`config.mk`:
```
export PLATFORM = sky130hd
export DESIGN_NAME = shift_result_wb_stage
export DESIGN_NICKNAME = d
export VERILOG_FILES = /design/src/rtl/shift_result_wb_stage.sv
export SDC_FILE = /design/constraint.sdc
export NUM_CORES = 1
export LEC_CHECK = 0
export CAP_MARGIN = 20
export CORE_AREA = 2 2 92 94
export DETAILED_ROUTE_END_ITERATION = 7
export DIE_AREA = 0 0 94 96
export HOLD_SLACK_MARGIN = 0.05
export PLACE_DENSITY = 0.92
export SYNTH_ARGS = -nofsm -noshare
export SYNTH_HDL_FRONTEND = slang
export SYNTH_SLANG_ARGS = --single-unit
```
`constraint.sdc`:
```
create_clock -name clk -period 2.79 [get_ports clk]
set_input_delay 0.4185 -clock clk [delete_from_list [all_inputs] [get_ports clk]]
set_output_delay 0.4185 -clock clk [all_outputs]
set_load 0.05 [all_outputs]
```
`src/rtl/shift_result_wb_stage.sv`:
```
// Execute-to-writeback stage: selects the Shifter or ALU result, queues it
// with its destination register in a 2-entry FIFO, drains it to the register
// file over a valid/ready handshake and commits Z/N flags on each retirement.
// Optional feature macro: WB_FWD_EN adds a combinational forwarding query port
// that returns the youngest queued result destined for a given register.
module shift_result_wb_stage #(
    parameter int DATA_W = 32,
    parameter int REG_AW = 4
) (
    input  logic              clk,
    input  logic              rst_n,
    input  logic              in_valid,
    output logic              in_ready,
    input  logic              in_sel,
    input  logic [DATA_W-1:0] in_alu,
    input  logic [DATA_W-1:0] in_shift,
    input  logic [REG_AW-1:0] in_rd,
    input  logic              in_we,
    output logic              wb_valid,
    input  logic              wb_ready,
    output logic [DATA_W-1:0] wb_data,
    output logic [REG_AW-1:0] wb_rd,
    output logic              wb_we,
    output logic              flag_z,
    output logic              flag_n
`ifdef WB_FWD_EN
    ,
    input  logic [REG_AW-1:0] fwd_rd,
    output logic              fwd_hit,
    output logic [DATA_W-1:0] fwd_data
`endif
);

    logic [DATA_W-1:0] data_q [2];
    logic [REG_AW-1:0] rd_q   [2];
    logic              we_q   [2];
    logic              wr_ptr_q, wr_ptr_d;
    logic              rd_ptr_q, rd_ptr_d;
    logic [1:0]        count_q,  count_d;
    logic              flag_z_q, flag_z_d;
    logic              flag_n_q, flag_n_d;

    logic              push_s;
    logic              pop_s;
    logic [DATA_W-1:0] push_data_s;
    logic [DATA_W-1:0] head_data_s;

    // Handshakes, operand select and next-state pointer/count/flag values.
    always_comb begin
        push_s      = in_valid & (count_q != 2'd2);
        pop_s       = wb_ready & (count_q != 2'd0);
        push_data_s = in_sel ? in_shift : in_alu;
        head_data_s = data_q[rd_ptr_q];
        wr_ptr_d    = push_s ? ~wr_ptr_q : wr_ptr_q;
        rd_ptr_d    = pop_s  ? ~rd_ptr_q : rd_ptr_q;
        case ({push_s, pop_s})
            2'b10:   count_d = count_q + 2'd1;
            2'b01:   count_d = count_q - 2'd1;
            default: count_d = count_q;
        endcase
        if (pop_s) begin
            flag_z_d = (head_data_s == {DATA_W{1'b0}});
            flag_n_d = head_data_s[DATA_W-1];
        end else begin
            flag_z_d = flag_z_q;
            flag_n_d = flag_n_q;
        end
    end

    // Queue state, entry storage and status flags; reset discards everything.
    always_ff @(posedge clk or negedge rst_n) begin
        if (!rst_n) begin
            wr_ptr_q  <= 1'b0;
            rd_ptr_q  <= 1'b0;
            count_q   <= 2'd0;
            flag_z_q  <= 1'b0;
            flag_n_q  <= 1'b0;
            data_q[0] <= {DATA_W{1'b0}};
            data_q[1] <= {DATA_W{1'b0}};
            rd_q[0]   <= {REG_AW{1'b0}};
            rd_q[1]   <= {REG_AW{1'b0}};
            we_q[0]   <= 1'b0;
            we_q[1]   <= 1'b0;
        end else begin
            wr_ptr_q <= wr_ptr_d;
            rd_ptr_q <= rd_ptr_d;
            count_q  <= count_d;
            flag_z_q <= flag_z_d;
            flag_n_q <= flag_n_d;
            if (push_s) begin
                data_q[wr_ptr_q] <= push_data_s;
                rd_q[wr_ptr_q]   <= in_rd;
                we_q[wr_ptr_q]   <= in_we;
            end
        end
    end

    // Head entry toward the register file; outputs are zero while empty.
    always_comb begin
        in_ready = (count_q != 2'd2);
        wb_valid = (count_q != 2'd0);
        flag_z   = flag_z_q;
        flag_n   = flag_n_q;
        if (count_q != 2'd0) begin
            wb_data = head_data_s;
            wb_rd   = rd_q[rd_ptr_q];
            wb_we   = we_q[rd_ptr_q];
        end else begin
            wb_data = {DATA_W{1'b0}};
            wb_rd   = {REG_AW{1'b0}};
            wb_we   = 1'b0;
        end
    end

`ifdef WB_FWD_EN
    logic young_hit_s;
    logic old_hit_s;

    // Forwarding lookup: the slot behind wr_ptr is the youngest entry and wins.
    always_comb begin
        young_hit_s = (count_q != 2'd0) & we_q[~wr_ptr_q] & (rd_q[~wr_ptr_q] == fwd_rd);
        old_hit_s   = (count_q == 2'd2) & we_q[wr_ptr_q]  & (rd_q[wr_ptr_q]  == fwd_rd);
        fwd_hit     = young_hit_s | old_hit_s;
        if (young_hit_s) begin
            fwd_data = data_q[~wr_ptr_q];
        end else if (old_hit_s) begin
            fwd_data = data_q[wr_ptr_q];
        end else begin
            fwd_data = {DATA_W{1'b0}};
        end
    end
`endif

endmodule

```
After elaboration in Yosys (flattened, before gate mapping)
Cells that the tools add are included.
{ "word_totals": {"ff_bits": 80, "inputBits": 74, "output_inout_bits": 41, "elab_cells": 52} }
{ "classes": {"n_addsub": 2, "magnitude_cmp": 3, "n_eq_ne": 3, "n_mux": 23, "bitwise": 6, "n_reduce_logical": 4} }
{ "ops": {"columns": ["operator", "count"], "rows": [
  ["$mux 32", 6],
  ["$bwmux 64", 1],
  ["$demux 32 s1", 1],
  ["$logic_not 32->1", 1],
  ["$mux 4", 5],
  ["$bwmux 8", 1],
  ["$mux 1", 5],
  ["$demux 4 s1", 1],
  ["$ge 2x2->1 const B", 2],
  ["$not 1->2", 2],
  ["$pmux 2 s2", 1],
  ["$reduce_bool 2->1", 2],
  ["$add 2x1->2 const B", 1],
  ["$and 1x1->1", 2],
  ["$bwmux 2", 1],
  ["$eq 2x1->1 const B", 1],
  ["$eq 2x2->1 const B", 1],
  ["$lt 2x1->1 const B", 1],
  ["$ne 2x2->1 const B", 1],
  ["$not 1->1", 2],
  ["$sub 2x1->2 const B", 1],
  ["$demux 1 s1", 1],
  ["$logic_and 1x1->1", 1]
]} }

Logic depth before layout (Yosys ltp)
Gate-level depths: netlist of the first run.
{ "logic_depth": {"depth_word": 6, "ltp_mapped": 8, "mapped_depth_nobuf": 8} }

Least setup slack after synthesis of the first run
No wires, ideal clock.
{ "synth_timing": {"path_kind": "register to output", "from": "reg rd_ptr_q", "to": "out wb_data[17]", "arrival_ns": 1.712, "t_required_ns": 2.372, "setup_slack_ns": 0.660, "stages_incl_launch_ff": 6, "path_buffers": 3, "path_cell_list": "dfrtp_1 -> buf_4 -> buf_2 -> buf_2 -> mux2i_1 -> nor2_1"} }
{ "synth_via": {"elab_chain_len": 5} }
{ "synth_rtl": {"columns": ["element", "line_no", "rtl"], "rows": [
  ["start: declaration", "38", "logic rd_ptr_q, rd_ptr_d;"],
  ["start signal: assignment", "86", "rd_ptr_q <= rd_ptr_d;"],
  ["$not 1->2 (implied by the code)", "53", "head_data_s = data_q[rd_ptr_q];"],
  ["$mux 32 (implied by the code) (3 in series)", "53", null],
  ["$mux 32", "104", "if (count_q != 2'd0) begin"],
  ["end: declaration", "21", "output logic [DATA_W-1:0] wb_data,"]
]} }
Every way passes these cells. The select of a mux whose other input is x is not followed.

Worst setup path in the final report of the first run
{ "layout_timing": {"from": "reg rd_ptr_q", "to": "out wb_data[10]"} }
Same word-level chain as after synthesis.

==> results.toml, run 1 <==
[clock_network]
clk_pin_slew_ns = 0.08
holdBufCountCts = 0
clk_path_buf_depth = 2
clk_latency_ns = 0.34
numCtsBuffers = 9
clock_sinks = 80
htree_levels = 3
clockRootBuffer = "clkbuf_8"
cts_tree = "built"
cts_setup_buffers = 0

[synth]
yosys-top-cells-area = "dfrtp_1 51%, mux2i_1 18%, nor2_1 7.2%"
postSynthAreaPerCell_um2 = 9.88
synth_top_area_share_pct = 51.0
synth_warnings = 0
syn_nets = 472
yosysTopAreaCell = "dfrtp_1"
synthesis.area_um2 = 3920
ys_ff_latch = 80
synth_seq_area_share_pct = 51.0
syn_inst = 397
ys_types = 26

[routing]
drtIter0Drc = 156
via_per_inst = 5.40
wl_um = 9830
drtAntennaViolNets = 0
wl_per_cell_um = 16.0
drt_pass1_iterations = 4
drc = 0
num_vias = 3314

[global_routing]
grt_busiest_layer = "met2"
grt_use_met2_pct = 40.5
first_global_vias = 3390
grtUsageMet1_pct = 27.1
met3_usage_pct = 5.09
antenna_found_initial = 0
grtUsageTotal_pct = 22.8
gr-total-overflow = 0
grt_start_max_net_pins = 81
grt_pass1_wl_um = 15800

[timing]
setup_tns_ns = 0
final_hold_viol_count = 0
setup_violations = 0
worst_slew_pin_slew_ns = 0.980
rsz0062_at_grt = "no"
fin_skew_ns = 0.0104
max-slew-margin-rel_pct = 34.6
fin_crit_ns = 2.71
min_period_over_period_pct = 97.0
max_clock_freq_ghz = 0.369
slew_viol_final = 0

[power_and_ir_drop]
total_power_uw = 7590
p_per_area_nw_per_um2 = 1420
p_leak_uw = 0.00246
ir_drop_mv = 0.661

[setup_path]
cpMaxStageDelayCell = "clkdlybuf4s50_1"
cp_top_family = "buffers and inverters"
worst_ep_arrival_time_ns = 2.29
worstPathRequired_ns = 2.37
cp_num_buf_inv = 2
cp_max_fo = 18
critPathLaunchType = "flop"
cp-end-kind = "output pin"
worstPathCellList = "buf_4, mux2i_1, nor2_1, clkdlybuf4s50_1"
worstSetupPathType = "reg2out"
crit_start = "rd_ptr_q$_DFFE_PN0P_"
reg2reg_from = "rd_ptr_q$_DFFE_PN0P_"
max_stage_delay_ns = 0.82

[cells_and_area]
stdcell_count = 614
syn_to_final_growth_pct = 36.3
diodes = 0
layout-drive-gt1-share_pct = 8.45
final_cell_mix = "91 x clkdlybuf4s50_1, 79 x dfrtp_1, 73 x nor2_1"
finalNetCount = 579
layout_commonest_cell = "clkdlybuf4s50_1"
final_area_um2 = 5350
num-fill-cells = 638

[floorplanning]
die_width_um = 94
die_h_um = 96
initial_utilization_pct = 48.7
io_pins = 115
core_area_um2 = 8050
num_rows = 33
die_area_um2 = 9020

[placed_design]
place_congestion = 0.787
portBuffers = 114
place_area_um2 = 5130
dp_hpwl_um = 7160
dp_cells = 598

[run]
maxCapViolations = 0

[status]
status = "completed"

[hold_path]
hp-class = "in2async"
==> logic make-up (layout without fill, tap and decap cells) <==
group | count (synthesis) | in the layout | synth area share, %
simple gates | 134 | 134 | 14.4
fa+ha+maj | 1 | 1 | 0.319
xor+xnor | 5 | 5 | 1.12
buf+inv | 29 | 141 | 3.54
flops | 80 | 80 | 51.0
mux | 79 | 79 | 20.5
compound gates | 69 | 69 | 9.15
==> sequential cells by signal, indices dropped and copies added (netlist names) <==
| signal | count |
|---|---|
| flag_n | 1 |
| we_q | 2 |
| rd_ptr_q | 1 |
| flag_z | 1 |
| rd_q | 8 |
| count_q | 2 |
| wr_ptr_q | 1 |
| data_q | 64 |
==> area by class of cell <==
class	instances	area (um^2)	area share [%]
sequential	80	2000	37.5
multi-input combinational	288	1800	33.7
timing repair buffer	123	1190	22.3
clock buffer	11	131	2.46
tap	105	131	2.46
clock inverter	5	81.3	1.52
inverter	2	7.51	0.140
==> power breakdown <==
part	switching (uW)	internal, uW	total (uW)
logic	2910	1540	4450
registers	504	1730	2230
clock network	406	505	911
==> path summary, 6_finish.rpt <==
check / endpoint / slack (ns) / cells past startpoint
max in group asynchronous: rd_ptr_q$_DFFE_PN0P_ / 1.86 / 1
hold reg to reg: we_q[1]$_DFFE_PN0P_ / 0.50 / 1
setup / recovery: wb_data[10] / 0.08 / 4
hold / removal: data_q[31]$_DFFE_PN0P_ / 0.25 / 1
min in group clk: we_q[1]$_DFFE_PN0P_ / 0.50 / 1
setup reg to reg: flag_z$_DFFE_PN0P_ / 0.67 / 6
==> what timing repair did <==
action | CTS | global route
setup endpoints to repair | 4 | 5
gates resized for setup | 4 | 5
endpoints found under the hold margin | 0 | 0
pin swaps | 0 | 0
==> per-stage QoR <==
step	util [%]	worst slack (ns)	hold slack, ns
3_3_place_gp	63.7	0.390	0.471
4_1_cts	66.3	0.000206	0.262
3_5_place_dp	63.7	0.352	0.481
2_1_floorplan	-	0.660	0.123
6_report	66.4	0.0826	0.247
5_1_grt	66.4	0.00670	0.314
==> layer usage <==
metal	vias up	part of all wire, %
met2	113	53
met1	1608	40
met3	14	5.3
li1	1579	-
met4	0	1.6
met5	-	0
==> synthesized netlist by cell type <==
| master | number |
|---|---|
| o21ai_1 | 14 |
| o41ai_2 | 1 |
| buf_4 | 4 |
| nand2b_1 | 2 |
| xnor2_1 | 4 |
| o21ai_0 | 19 |
| mux2_1 | 10 |
| ha_1 | 1 |
| nand4_1 | 1 |
| dfrtp_1 | 80 |
| nand2_1 | 36 |
| a21oi_1 | 33 |
| inv_1 | 2 |
| mux2i_1 | 69 |
| nor3_1 | 3 |
| a31oi_1 | 2 |
| nor2_1 | 75 |
| nand3_1 | 1 |
| nand2_2 | 1 |
| xor2_1 | 1 |
| and4b_1 | 1 |
| nor4_1 | 11 |
| clkbuf_1 | 11 |
| buf_2 | 12 |
| nor4b_1 | 1 |
| or4_1 | 2 |
No activity file was read; power rests on OpenSTA's default activity.
==> run 2: changes to the inputs <==
Settings changed: PLACE_DENSITY 0.92 to 0.78.
==> results.toml, run 2 (synthesized netlist as in run 1, its figures left out) <==
[timing]
worst_slew_pin_slew_ns = 0.555
min_period_over_period_pct = 96.4
slew_viol_final = 0
max-slew-margin-rel_pct = 62.9
setup_tns_ns = 0
setup_violations = 0
rsz0062_at_grt = "no"
fin_skew_ns = 0.0114
final_hold_viol_count = 0
fin_crit_ns = 2.69
max_clock_freq_ghz = 0.372

[power_and_ir_drop]
netSwitchingFraction_pct = 50.1
p_per_area_nw_per_um2 = 1400
combPwrFrac_pct = 59.4
clkPwrFrac_pct = 11.3
p_leak_uw = 0.00251
p_int_uw = 3790
ir_drop_mv = 0.970
p_sw_uw = 3800
seqPwrFrac_pct = 29.3

[setup_path]
worstSetupPathType = "reg2out"
crit_start = "rd_ptr_q$_DFFE_PN0P_"
reg2reg_depth = 6
cp-end-kind = "output pin"
worstPathRequired_ns = 2.37
worst_ep_arrival_time_ns = 2.27
r2r_slack_ns = 0.75
reg2reg_from = "rd_ptr_q$_DFFE_PN0P_"
cp_max_fo = 14
r2r_end = "flag_z$_DFFE_PN0P_"
critPathLaunchType = "flop"
endpoint = "wb_data[29]"

[routing]
drtIter0Drc = 142
num_vias = 3258
drt_pass1_iterations = 4
wl_per_cell_um = 15.2
via_per_inst = 5.27
drc = 0
drtAntennaViolNets = 0
wl_um = 9420

[clock_network]
clk_latency_ns = 0.34
clk_pin_slew_ns = 0.08
numCtsBuffers = 9
clockRootBuffer = "clkbuf_8"
htree_levels = 3
cts_setup_buffers = 0
cts_tree = "built"
clk_path_buf_depth = 2
clock_sinks = 80

[global_routing]
first_global_vias = 3221
grt_start_max_net_pins = 81
gr-total-overflow = 0
grtUsageTotal_pct = 21.9
antenna_found_initial = 0
grt_pass1_wl_um = 15300

[cells_and_area]
diodes = 0
final_cell_mix = "103 x clkdlybuf4s50_1, 79 x dfrtp_1, 73 x nor2_1"
multi_input_area_um2 = 1800
top_regs = "data_q: 64 flops, rd_q: 8 flops"
syn_to_final_growth_pct = 38.3
seq_area_um2 = 2000
largest_reg_flops = 64
finalNetCount = 583
layout_commonest_cell = "clkdlybuf4s50_1"
stdcell_count = 618
layout-drive-gt1-share_pct = 7.02
num-fill-cells = 663
final_core_util_pct = 67.4
top_register = "data_q"

[run]
maxCapViolations = 0

[floorplanning]
core_area_um2 = 8050
die_width_um = 94
die_h_um = 96
num_rows = 33
io_pins = 115
die_area_um2 = 9020
initial_utilization_pct = 48.7

[placed_design]
portBuffers = 114
dp_hpwl_um = 6940
dp_cells = 600
place_congestion = 0.860

[status]
status = "completed"

[hold_path]
hp-class = "in2async"
## run 2: cell types whose count changed in the layout (fill, tap and decap cells not counted), sizes merged
cell,delta
clkdlybuf4s50,+12
clkbuf,-1
dlygate4sd2,-4
buf,-9
clkinv,+2
bufinv,-1
dlygate4sd3,+1
dlymetal6s2s,+4
## run 2: area by class of cell
class	count	share of cell area, %
sequential	80	36.9
clock buffer	10	2.54
tap	105	2.42
clock inverter	6	1.27
multi-input combinational	288	33.2
timing repair buffer	127	23.5
inverter	2	0.138
## run 2: what timing repair did
item | 4_1_cts | 5_1_grt
setup endpoints to repair | 0 | 9
hold buffers | 0 | 1
hold endpoints to repair | 0 | 5
gates resized for setup | 0 | 9
## run 2: worst min path at each step
| stage | to | slack (ns) | startpoint | cells after the start |
|---|---|---|---|---|
| after floorplan | count_q[0]$_DFFE_PN0P_ | 0.12 | rst_n | 0 |
| after global placement | rd_q[7]$_DFFE_PN0P_ | 0.47 | rd_q[7]$_DFFE_PN0P_ | 1 |
| after detailed placement | flag_n$_DFFE_PN0P_ | 0.47 | flag_n$_DFFE_PN0P_ | 2 |
| after CTS | data_q[37]$_DFFE_PN0P_ | 0.26 | rst_n | 1 |
| after global routing | data_q[37]$_DFFE_PN0P_ | 0.43 | rst_n | 2 |
| final | data_q[37]$_DFFE_PN0P_ | 0.42 | rst_n | 2 |
## run 2: routing by layer
metal	wire, um	vias to the layer above	share of wire, %	GRT usage [%]
li1	-	1588	-	-
met1	4120	1555	44	28.4
met2	4690	109	50	37.0
met3	560	6	5.9	6.03
met4	56	0	0.59	4.95
met5	0	-	0	0
## run 2: worst max-delay path, stage by stage, from the launching register on
cell,delay [ns]
dfrtp_2,0.57
buf_4,0.33
mux2i_1,0.12
nor2_1,0.10
clkdlybuf4s50_1,0.81
## run 2: power by group through the flow
stage	Combinational (uW)	Sequential, uW	Clock [uW]
after global placement	4450	2230	0
after floorplan	3210	2060	0
after detailed placement	4540	2240	0
final	4510	2220	861
after global routing	4830	2290	926
after CTS	4550	2220	886
## run 2: per-stage QoR
stage / area (um^2) / power [uW] / hold slack, ns / worst slack (ns)
detailed placement: 5160 / 6780 / 0.473 / 0.467
CTS: 5370 / 7660 / 0.256 / 0.0713
finish: 5430 / 7590 / 0.417 / 0.101
global placement: 5160 / 6680 / 0.468 / 0.476
global route: 5430 / 8050 / 0.430 / 0.00258
floorplan: 3920 / 5280 / 0.123 / 0.660
==> run 3: changes to the inputs <==
Settings changed: CORE_AREA 2 2 92 94 to 2 2 91 93, DIE_AREA 0 0 94 96 to 0 0 93 95, PLACE_DENSITY 0.78 to 0.8, SLEW_MARGIN set to 25.
==> results.toml, run 3 (synthesized netlist as in run 1, its figures left out) <==
[cells_and_area]
final_cell_mix = "111 x clkdlybuf4s50_1, 79 x dfrtp_1, 73 x nor2_1"
top_regs = "data_q: 64 flops, rd_q: 8 flops"
largest_reg_flops = 64
layout-drive-gt1-share_pct = 6.48
syn_to_final_growth_pct = 36.6
finalNetCount = 579
layout_commonest_cell = "clkdlybuf4s50_1"
diodes = 0
top_register = "data_q"

[placed_design]
portBuffers = 114
dp_hpwl_um = 6910
dp_slack_ns = 0.599
place_congestion = 0.860

[floorplanning]
die_h_um = 95
num_rows = 33
die_width_um = 93
io_pins = 115
die_area_um2 = 8840
core_area_um2 = 7930
initial_utilization_pct = 49.5

[status]
status = "completed"

[clock_network]
cts_tree = "built"
cts_setup_buffers = 0
ctsResizeCount = 0
holdBufCountCts = 0
htree_levels = 3
clk_latency_ns = 0.34
clk_path_buf_depth = 2
clk_pin_slew_ns = 0.08
clockRootBuffer = "clkbuf_8"
numCtsBuffers = 9
clock_sinks = 80

[timing]
setup_tns_ns = 0
max-slew-margin-rel_pct = 51.9
max_clock_freq_ghz = 0.402
fin_ws_ns = 0.300
min_period_over_period_pct = 89.2
worst_slew_pin_slew_ns = 0.722
fin_skew_ns = 0.00830
rsz0062_at_grt = "no"
setup_violations = 0
final_hold_viol_count = 0
fin_crit_ns = 2.49
slew_viol_final = 0

[routing]
num_vias = 3276
via_per_inst = 5.34
drtAntennaViolNets = 0
drt_pass1_iterations = 4
wl_per_cell_um = 15.4
drc = 0
wl_um = 9440
drtIter0Drc = 179

[global_routing]
grt_start_max_net_pins = 81
gr-total-overflow = 0
first_global_vias = 3181
grtUsageTotal_pct = 22.0
antenna_found_initial = 0
grt_pass1_wl_um = 15200

[power_and_ir_drop]
seqPwrFrac_pct = 28.6
clkPwrFrac_pct = 10.8
p_sw_uw = 3800
p_int_uw = 3780
combPwrFrac_pct = 60.5
p_per_area_nw_per_um2 = 1410
netSwitchingFraction_pct = 50.2
p_leak_uw = 0.00238
ir_drop_mv = 1.29

[setup_path]
reg2reg_depth = 6
worstSetupPathType = "reg2out"
worstPathCellList = "buf_12, mux2i_1, nor2_1, clkdlybuf4s50_1"
critPathLaunchType = "flop"
cp-end-kind = "output pin"
worstPathRequired_ns = 2.37
r2r_slack_ns = 0.82
cpMaxStageDelayCell = "clkdlybuf4s50_1"
worst_ep_arrival_time_ns = 2.07
max_stage_delay_ns = 0.83
cp_max_fo = 28

[hold_path]
hp-class = "in2async"

[run]
maxCapViolations = 0
[run 3: worst paths after layout]
check                                    endpoint            startpoint
min reg2reg                    flag_n$_DFFE_PN0P_    flag_n$_DFFE_PN0P_
max reg2reg                    flag_z$_DFFE_PN0P_  rd_ptr_q$_DFFE_PN0P_
max in group asynchronous    rd_ptr_q$_DFFE_PN0P_                 rst_n
max                                   wb_data[16]  rd_ptr_q$_DFFE_PN0P_
min in group clk               flag_n$_DFFE_PN0P_    flag_n$_DFFE_PN0P_
min                        data_q[38]$_DFFE_PN0P_                 rst_n
[run 3: layout make-up]
class | instances | area (um^2)
Fill cell | 635 | 2570
Sequential cell | 80 | 2000
Multi-Input combinational cell | 288 | 1800
Timing Repair Buffer | 123 | 1230
Tap cell | 105 | 131
Clock buffer | 10 | 128
Clock inverter | 6 | 60.1
Inverter | 2 | 7.51
[run 3: critical path, delay by kind of cell (launching register included)]
kind	cells	cell delay, ns
buffers and inverters	2	1.01
muxes	1	0.14
DFF	1	0.43
and+or+nand+nor	1	0.14
[run 3: metrics by stage]
step                      std cells  power (uW)  util (%)  hold slack [ns]  cell area [um^2]
after floorplan                 397        5280         -            0.123              3920
after global placement          598        6680      65.2            0.467              5170
after detailed placement        598        6790      65.2            0.475              5170
after CTS                       614        7620      67.6            0.279              5360
after global routing            614        8020      67.6            0.159              5360
final                           614        7580      67.6           0.0932              5360
[run 3: metal layers]
metal | part of all wire [%] | GRT usage, %
met1 | 44 | 29.0
met2 | 49 | 37.2
met3 | 5.7 | 4.31
met4 | 1.2 | 6.50
met5 | 0 | 0
[run 3: power by group through the flow]
stage | Clock [uW] | Sequential [uW] | Combinational, uW
floorplan | 0 | 2060 | 3210
global placement | 0 | 2160 | 4520
detailed placement | 0 | 2190 | 4600
CTS | 829 | 2170 | 4620
global route | 879 | 2250 | 4890
finish | 820 | 2170 | 4590
